==> src/rtl/bumpy_seq_pkg.sv <==
// Shared types and constants for the Bumpy frame sequencer.
// Statistics counters are built only when BUMPY_SEQ_STATS_EN is defined.
package bumpy_seq_pkg;

  typedef enum logic [2:0] {
    OpNone  = 3'd0,
    OpWall  = 3'd1,
    OpPlat  = 3'd2,
    OpTrans = 3'd3,
    OpMove  = 3'd4
  } seq_op_t;

  typedef enum logic [1:0] {
    StIdle  = 2'd0,
    StArb   = 2'd1,
    StIssue = 2'd2
  } seq_state_t;

  localparam logic [1:0] DIR_LEFT  = 2'b10;
  localparam logic [1:0] DIR_RIGHT = 2'b01;
  localparam logic [1:0] DIR_NONE  = 2'b00;

  localparam int unsigned EDGE_LEFT   = 3;
  localparam int unsigned EDGE_TOP    = 2;
  localparam int unsigned EDGE_RIGHT  = 1;
  localparam int unsigned EDGE_BOTTOM = 0;

  // Bit positions in the per-frame pending set; lower index wins arbitration.
  localparam int unsigned PEND_WALL  = 0;
  localparam int unsigned PEND_PLAT  = 1;
  localparam int unsigned PEND_TRANS = 2;
  localparam int unsigned PEND_MOVE  = 3;

  function automatic logic [1:0] dir_from_keys(input logic left, input logic right);
    if (left) return DIR_LEFT;
    if (right) return DIR_RIGHT;
    return DIR_NONE;
  endfunction

  function automatic logic [3:0] op_pend_mask(input seq_op_t op);
    logic [3:0] mask;
    mask = '0;
    case (op)
      OpWall:  mask[PEND_WALL]  = 1'b1;
      OpPlat:  mask[PEND_PLAT]  = 1'b1;
      OpTrans: mask[PEND_TRANS] = 1'b1;
      OpMove:  mask[PEND_MOVE]  = 1'b1;
      default: mask = '0;
    endcase
    return mask;
  endfunction

endpackage

==> src/rtl/key_sync_edge.sv <==
// Synchronizer for one active-low asynchronous key plus a one-cycle pulse on
// the synchronized falling edge (key press).
module key_sync_edge #(
  parameter int unsigned Stages = 2
) (
  input  logic clk_i,
  input  logic reset_i,
  input  logic key_ni,
  output logic level_no,
  output logic fall_o
);

  logic [Stages-1:0] sync_q, sync_d;
  logic              last_q, last_d;

  always_comb begin
    sync_d   = (sync_q << 1) | Stages'(key_ni);
    last_d   = sync_q[Stages-1];
    level_no = sync_q[Stages-1];
    fall_o   = last_q & ~sync_q[Stages-1];
  end

  // Reset to the released level so reset release never looks like a press.
  always_ff @(posedge clk_i) begin
    if (reset_i) begin
      sync_q <= '1;
      last_q <= 1'b1;
    end else begin
      sync_q <= sync_d;
      last_q <= last_d;
    end
  end

endmodule

==> src/rtl/bumpy_frame_sequencer.sv <==
// Per-frame command scheduler: accumulates collisions/keys, then issues one command at a
// time per frame (ending with MOVE). Define BUMPY_SEQ_STATS_EN to build the stat counters.
module bumpy_frame_sequencer
  import bumpy_seq_pkg::*;
#(
  parameter int unsigned KEY_SYNC_STAGES    = 2,
  parameter int unsigned JUMP_BUFFER_FRAMES = 4,
  parameter int unsigned STAT_W             = 8
) (
  input  logic              clk,
  input  logic              reset,
  input  logic              startOfFrame,
  input  logic              NX_Left,
  input  logic              NX_Right,
  input  logic              NJump,
  input  logic              collision_wall,
  input  logic              collision_platform,
  input  logic              collision_transplatform,
  input  logic [3:0]        HitEdgeCode,
  input  logic              cmd_ready,
  output logic              cmd_valid,
  output logic [2:0]        cmd_op,
  output logic [3:0]        cmd_edge,
  output logic              cmd_jump,
  output logic [1:0]        cmd_dir,
  output logic              overrun,
  output logic [STAT_W-1:0] frame_cnt,
  output logic [STAT_W-1:0] overrun_cnt
);

  localparam int unsigned JcntW = $clog2(JUMP_BUFFER_FRAMES + 1);

  logic left_n, right_n, jump_fall;
  logic left_fall_unused, right_fall_unused, jump_level_unused;

  key_sync_edge #(.Stages(KEY_SYNC_STAGES)) u_sync_left (
    .clk_i(clk), .reset_i(reset), .key_ni(NX_Left), .level_no(left_n), .fall_o(left_fall_unused)
  );
  key_sync_edge #(.Stages(KEY_SYNC_STAGES)) u_sync_right (
    .clk_i(clk), .reset_i(reset), .key_ni(NX_Right), .level_no(right_n),
    .fall_o(right_fall_unused)
  );
  key_sync_edge #(.Stages(KEY_SYNC_STAGES)) u_sync_jump (
    .clk_i(clk), .reset_i(reset), .key_ni(NJump), .level_no(jump_level_unused),
    .fall_o(jump_fall)
  );

  seq_state_t       state_q, state_d;
  seq_op_t          cmd_op_q, cmd_op_d;
  logic             cmd_valid_q, cmd_valid_d, cmd_jump_q, cmd_jump_d;
  logic [3:0]       cmd_edge_q, cmd_edge_d;
  logic [1:0]       cmd_dir_q, cmd_dir_d, dir_snap_q, dir_snap_d;
  logic             acc_wall_q, acc_wall_d, acc_plat_q, acc_plat_d, acc_trans_q, acc_trans_d;
  logic [3:0]       acc_edge_q, acc_edge_d, edge_snap_q, edge_snap_d, pend_q, pend_d;
  logic             jump_pend_q, jump_pend_d, overrun_q, overrun_d;
  logic [JcntW-1:0] jump_cnt_q, jump_cnt_d;
  logic             hs, overrun_evt;

  assign hs          = cmd_valid_q & cmd_ready;
  assign overrun_evt = startOfFrame && (state_q != StIdle);

  always_comb begin
    state_d     = state_q;
    cmd_valid_d = cmd_valid_q;
    cmd_op_d    = cmd_op_q;
    cmd_edge_d  = cmd_edge_q;
    cmd_jump_d  = cmd_jump_q;
    cmd_dir_d   = cmd_dir_q;
    dir_snap_d  = dir_snap_q;
    edge_snap_d = edge_snap_q;
    pend_d      = pend_q;
    jump_pend_d = jump_pend_q;
    jump_cnt_d  = jump_cnt_q;
    overrun_d   = overrun_q;

    // Inputs coincident with SOF seed the next frame's accumulators.
    if (startOfFrame) begin
      acc_wall_d  = collision_wall;
      acc_plat_d  = collision_platform;
      acc_trans_d = collision_transplatform;
      acc_edge_d  = collision_wall ? HitEdgeCode : 4'b0;
    end else begin
      acc_wall_d  = acc_wall_q | collision_wall;
      acc_plat_d  = acc_plat_q | collision_platform;
      acc_trans_d = acc_trans_q | collision_transplatform;
      acc_edge_d  = acc_edge_q | (collision_wall ? HitEdgeCode : 4'b0);
    end

    if (startOfFrame && jump_pend_q) begin
      jump_cnt_d = jump_cnt_q - JcntW'(1);
      if (jump_cnt_q == JcntW'(1)) jump_pend_d = 1'b0;
    end
    if (hs && cmd_jump_q) jump_pend_d = 1'b0;
    if (jump_fall) begin
      jump_pend_d = 1'b1;
      jump_cnt_d  = JcntW'(JUMP_BUFFER_FRAMES);
    end

    unique case (state_q)
      StIdle: ;
      StArb: begin
        state_d     = StIssue;
        cmd_valid_d = 1'b1;
        cmd_dir_d   = dir_snap_q;
        cmd_edge_d  = 4'b0;
        cmd_jump_d  = 1'b0;
        if (pend_q[PEND_WALL]) begin
          cmd_op_d   = OpWall;
          cmd_edge_d = edge_snap_q;
        end else if (pend_q[PEND_PLAT]) begin
          cmd_op_d   = OpPlat;
          cmd_jump_d = jump_pend_q;
        end else if (pend_q[PEND_TRANS]) begin
          cmd_op_d   = OpTrans;
          cmd_jump_d = jump_pend_q;
        end else begin
          cmd_op_d = OpMove;
        end
      end
      StIssue: begin
        if (hs) begin
          pend_d      = pend_q & ~op_pend_mask(cmd_op_q);
          state_d     = (pend_d != 4'b0) ? StArb : StIdle;
          cmd_valid_d = 1'b0;
          cmd_op_d    = OpNone;
          cmd_edge_d  = 4'b0;
          cmd_jump_d  = 1'b0;
          cmd_dir_d   = DIR_NONE;
        end
      end
      default: state_d = StIdle;
    endcase

    // SOF always restarts the sequence; anything still pending is dropped.
    if (startOfFrame) begin
      if (overrun_evt) overrun_d = 1'b1;
      pend_d      = {1'b1, acc_trans_q, acc_plat_q, acc_wall_q};
      edge_snap_d = acc_edge_q;
      dir_snap_d  = dir_from_keys(~left_n, ~right_n);
      state_d     = StArb;
      cmd_valid_d = 1'b0;
      cmd_op_d    = OpNone;
      cmd_edge_d  = 4'b0;
      cmd_jump_d  = 1'b0;
      cmd_dir_d   = DIR_NONE;
    end
  end

  always_ff @(posedge clk) begin
    if (reset) begin
      state_q     <= StIdle;
      cmd_valid_q <= 1'b0;
      cmd_op_q    <= OpNone;
      cmd_edge_q  <= 4'b0;
      cmd_jump_q  <= 1'b0;
      cmd_dir_q   <= DIR_NONE;
      dir_snap_q  <= DIR_NONE;
      edge_snap_q <= 4'b0;
      pend_q      <= 4'b0;
      acc_wall_q  <= 1'b0;
      acc_plat_q  <= 1'b0;
      acc_trans_q <= 1'b0;
      acc_edge_q  <= 4'b0;
      jump_pend_q <= 1'b0;
      jump_cnt_q  <= '0;
      overrun_q   <= 1'b0;
    end else begin
      state_q     <= state_d;
      cmd_valid_q <= cmd_valid_d;
      cmd_op_q    <= cmd_op_d;
      cmd_edge_q  <= cmd_edge_d;
      cmd_jump_q  <= cmd_jump_d;
      cmd_dir_q   <= cmd_dir_d;
      dir_snap_q  <= dir_snap_d;
      edge_snap_q <= edge_snap_d;
      pend_q      <= pend_d;
      acc_wall_q  <= acc_wall_d;
      acc_plat_q  <= acc_plat_d;
      acc_trans_q <= acc_trans_d;
      acc_edge_q  <= acc_edge_d;
      jump_pend_q <= jump_pend_d;
      jump_cnt_q  <= jump_cnt_d;
      overrun_q   <= overrun_d;
    end
  end

  assign cmd_valid = cmd_valid_q;
  assign cmd_op    = cmd_op_q;
  assign cmd_edge  = cmd_edge_q;
  assign cmd_jump  = cmd_jump_q;
  assign cmd_dir   = cmd_dir_q;
  assign overrun   = overrun_q;

`ifdef BUMPY_SEQ_STATS_EN
  localparam logic [STAT_W-1:0] StatMax = '1;
  logic [STAT_W-1:0] frame_cnt_q, frame_cnt_d, overrun_cnt_q, overrun_cnt_d;

  always_comb begin
    frame_cnt_d   = frame_cnt_q;
    overrun_cnt_d = overrun_cnt_q;
    if (startOfFrame && (frame_cnt_q != StatMax)) frame_cnt_d = frame_cnt_q + 1'b1;
    if (overrun_evt && (overrun_cnt_q != StatMax)) overrun_cnt_d = overrun_cnt_q + 1'b1;
  end

  always_ff @(posedge clk) begin
    if (reset) begin
      frame_cnt_q   <= '0;
      overrun_cnt_q <= '0;
    end else begin
      frame_cnt_q   <= frame_cnt_d;
      overrun_cnt_q <= overrun_cnt_d;
    end
  end

  assign frame_cnt   = frame_cnt_q;
  assign overrun_cnt = overrun_cnt_q;
`else
  assign frame_cnt   = '0;
  assign overrun_cnt = '0;
`endif

endmodule

==> config.mk <==
export PLATFORM = sky130hd
export DESIGN_NAME = bumpy_frame_sequencer
export DESIGN_NICKNAME = d
export VERILOG_FILES = /design/src/rtl/bumpy_seq_pkg.sv /design/src/rtl/key_sync_edge.sv /design/src/rtl/bumpy_frame_sequencer.sv
export SDC_FILE = /design/constraint.sdc
export NUM_CORES = 1
export LEC_CHECK = 0
export BUFFER_PORTS_ARGS = -buffer_cell sky130_fd_sc_hd__buf_2
export CAP_MARGIN = 20
export CORE_ASPECT_RATIO = 1.1
export CORE_MARGIN = 3
export CORE_UTILIZATION = 30
export DETAILED_ROUTE_END_ITERATION = 6
export SLEW_MARGIN = 20
export SYNTH_ARGS = -nofsm -noshare
export SYNTH_HDL_FRONTEND = slang
export SYNTH_SLANG_ARGS = --single-unit
export TNS_END_PERCENT = 20
==> constraint.sdc <==
create_clock -name clk -period 1.6 [get_ports clk]
set_clock_uncertainty 0.15 [all_clocks]
set_input_delay 0.32 -clock clk [delete_from_list [all_inputs] [get_ports clk]]
set_output_delay 0.32 -clock clk [all_outputs]
set_load 0.01 [all_outputs]
==> out/qor.yml <==
status: "finished, final reports clean"
async_flop_share_pct: 0
ys.warnings.count: 0
synth_seq_cells: 42
cts-root-buf: "clkbuf_8"
grt_remaining_overflow: 0
critical_path.cell_chain: "inv_1 -> ha_1 -> nor2b_2 -> buf_4 -> buf_4 -> a32oi_1 -> nor2_1"
dp_slack_ns: -0.0499
dr.pass1.iters: 4
rows: 28
grt_pass1_vias: 1313
yosysTopAreaCellShare_pct: 47.6
start_kind: "flip-flop"
regArea_um2: 842
postLayoutSetupSlackWorst_ns: 0.0182
synth_cell_type_count: 34
finish.utilization_pct: 37.2
netlist_instances: 189
post_route_cells_drive_above_1_share_pct: 26.2
synth_edf_count: 0
required_ns: 1.62
cp.arrival_ns: 1.61
ant_nets: 0
grt_pass1_wl_mm: 6.05
synth.area.top_cells: "dfxtp_1, buf_4, nor2_1"
syn_avg_cell_area_um2: 9.34
power.total_mw: 1.94
fillers: 598
synth.most_common_cell: "dfxtp_1"
vias: 1332
hold_path_startpoint: "NX_Left"
grtUsageMet1_pct: 13.6
initial_utilization_pct: 31.9
clock.fmax_mhz: 632
reg2regPathDepth: 7
io_buffers: 25
finalCritPeriodShare_pct: 98.9
dieWidth_um: 79.1
drv_cap: 0
cts_sinks: 42
gp_congestion: 0.808
area_growth_syn_to_layout_pct: 16.7
numCtsBuffers: 5
ys_seq_area_share_pct: 47.6
clk_latency_ns: 0.29
finalNetCount: 240
path_max_fanout: 7
irDropWorstVdd_mv: 0.556
hold_violations: 0
r2r_end: "cmd_edge[3]$_SDFFE_PP0P_"
min_to: "u_sync_left.sync_q[0]$_SDFF_PP1_"
tns_ns: 0
synth_top_flop_cell: "dfxtp_1"
cts_buffer_depth: 2
n_antenna_cell: 0
grt_use_total_pct: 11.1
grt_max_degree: 15
cts_tree: "yes"
netlist_top_cells_count: "dfxtp_1, nor2_1, buf_4, a21oi_1"
antenna_found_initial: 0
p_per_area_nw_per_um2: 944
critPathKind: "reg -> reg"
p_leak_nw: 0.853
wire_per_inst_um: 12.3
met2_usage_pct: 18.4
mappedNetlistArea_um2: 1770
ios: 42
hold_depth: 2
yosysTopAreaCell: "dfxtp_1"
setup_viol_count_final: 0
slew_violations: 0
layout.cells.non_filler: 296
path_clk_slew_ns: 0.07
cpPeakStageDelay_ns: 0.34
multi_input_comb_area_um2: 821
dp.cells: 288
routed_via_density: 4.50
core_area_um2: 5540
place_hpwl_mm: 2.53
layout_min_cycle_time_ns: 1.58
hold_path_class: "in -> reg"
die-area_um2: 6840
end_kind: "flip-flop"
slowest_stage: "dfxtp_2"
rsz0062_at_grt: "true"
drtIter0Drc: 39
drc_errors: 0
r2r-start: "state_q[1]$_SDFFE_PP0P_"
cts_max_level: 2
die_h_um: 86.5
reg2reg_slack_ns: 0.02
grt-busiest-layer: "met2"
routed_wl_mm: 3.65
cpMostUsedCell: "buf_4"
grt_util_met3_pct: 2.70
-- routing by layer --
layer  up-vias  wire length, um
li1        674                -
met1       612             1640
met2        37             1730
met3         9              189
met4         0               90
met5         -                0
-- registers in the layout, indices dropped and copies added, names as in the netlist, 2 cells and up --
name                 flops
acc_edge_q               4
cmd_edge                 4
edge_snap_q              4
pend_q                   4
cmd_op                   3
jump_cnt_q               3
cmd_dir                  2
dir_snap_q               2
state_q                  2
u_sync_jump.sync_q       2
u_sync_left.sync_q       2
u_sync_right.sync_q      2
-- critical path, delay by kind of cell (launching register included) --
kind | cells | cell delay (ns)
compound gates | 1 | 0.21
fa+ha+maj | 1 | 0.19
buf+inv | 3 | 0.35
flops | 1 | 0.34
simple gates | 2 | 0.22
-- timing repair --
item / CTS / global route
pin swaps: 0 / 2
setup endpoints to repair: 5 / 13
gates cloned: 0 / 0
hold buffers: 0 / 0
buffers inserted: 0 / 1
resized for setup: 4 / 5
-- how the worst max path moves through the flow --
stage                               endpoint  slack, ns                    start  depth (start not counted)
floorplan             cmd_op[2]$_SDFFE_PP0P_       0.03  state_q[0]$_SDFFE_PP0P_                          8
global placement      cmd_op[1]$_SDFFE_PP0P_       0.02  state_q[0]$_SDFFE_PP0P_                          7
detailed placement    cmd_op[1]$_SDFFE_PP0P_      -0.05  state_q[0]$_SDFFE_PP0P_                          7
CTS                 cmd_edge[3]$_SDFFE_PP0P_       0.03  state_q[1]$_SDFFE_PP0P_                          7
global route        cmd_edge[3]$_SDFFE_PP0P_      -0.05  state_q[1]$_SDFFE_PP0P_                          7
finish              cmd_edge[3]$_SDFFE_PP0P_       0.02  state_q[1]$_SDFFE_PP0P_                          7
-- layout make-up --
cell class / instances / area share, %
timing repair buffer: 35 / 9.72
clock buffer: 7 / 3.71
multi-input combinational: 130 / 39.9
inverter: 7 / 1.28
sequential: 42 / 40.9
tap: 75 / 4.56
-- power by group --
group	total (mW)	switching (mW)	internal (mW)
clock network	0.624	0.323	0.300
registers	1.12	0.0291	1.09
logic	0.204	0.119	0.0850
-- cell families (layout without fill, tap and decap cells) --
logic type / Yosys count / in the layout / synth area share (%)
AND/OR/NAND/NOR: 62 / 62 / 18.5
AO/OA/AOI/OAI: 38 / 38 / 14.3
adder cells (fa/ha/maj): 5 / 5 / 3.54
multiplexers: 7 / 7 / 3.97
flip-flops: 42 / 42 / 47.6
XOR/XNOR: 2 / 2 / 0.992
other: 1 / 16 / 0.212
buffers and inverters: 32 / 49 / 10.8
-- stage by stage --
| step | hold slack (ns) | area, um^2 |
|---|---|---|
| after global routing | 0.0582 | 2060 |
| after CTS | 0.0534 | 2030 |
| after detailed placement | 0.245 | 1940 |
| final | 0.0651 | 2060 |
| after global placement | 0.242 | 1940 |
| after floorplan | 0.239 | 1820 |
-- cell usage in the layout, fill, tap and decap left out, drive strengths merged, types with 3 or more instances in the layout --
| cell | count |
|---|---|
| o21ai | 4 |
| nand2 | 8 |
| a22oi | 7 |
| nand3 | 4 |
| a32oi | 4 |
| inv | 7 |
| nor2b | 5 |
| nor2 | 26 |
| clkbuf | 7 |
| mux2i | 7 |
| a21oi | 15 |
| conb | 16 |
| buf | 35 |
| nor3 | 3 |
| ha | 5 |
| or2 | 8 |
| dfxtp | 42 |
No activity file was read; power rests on OpenSTA's default activity.
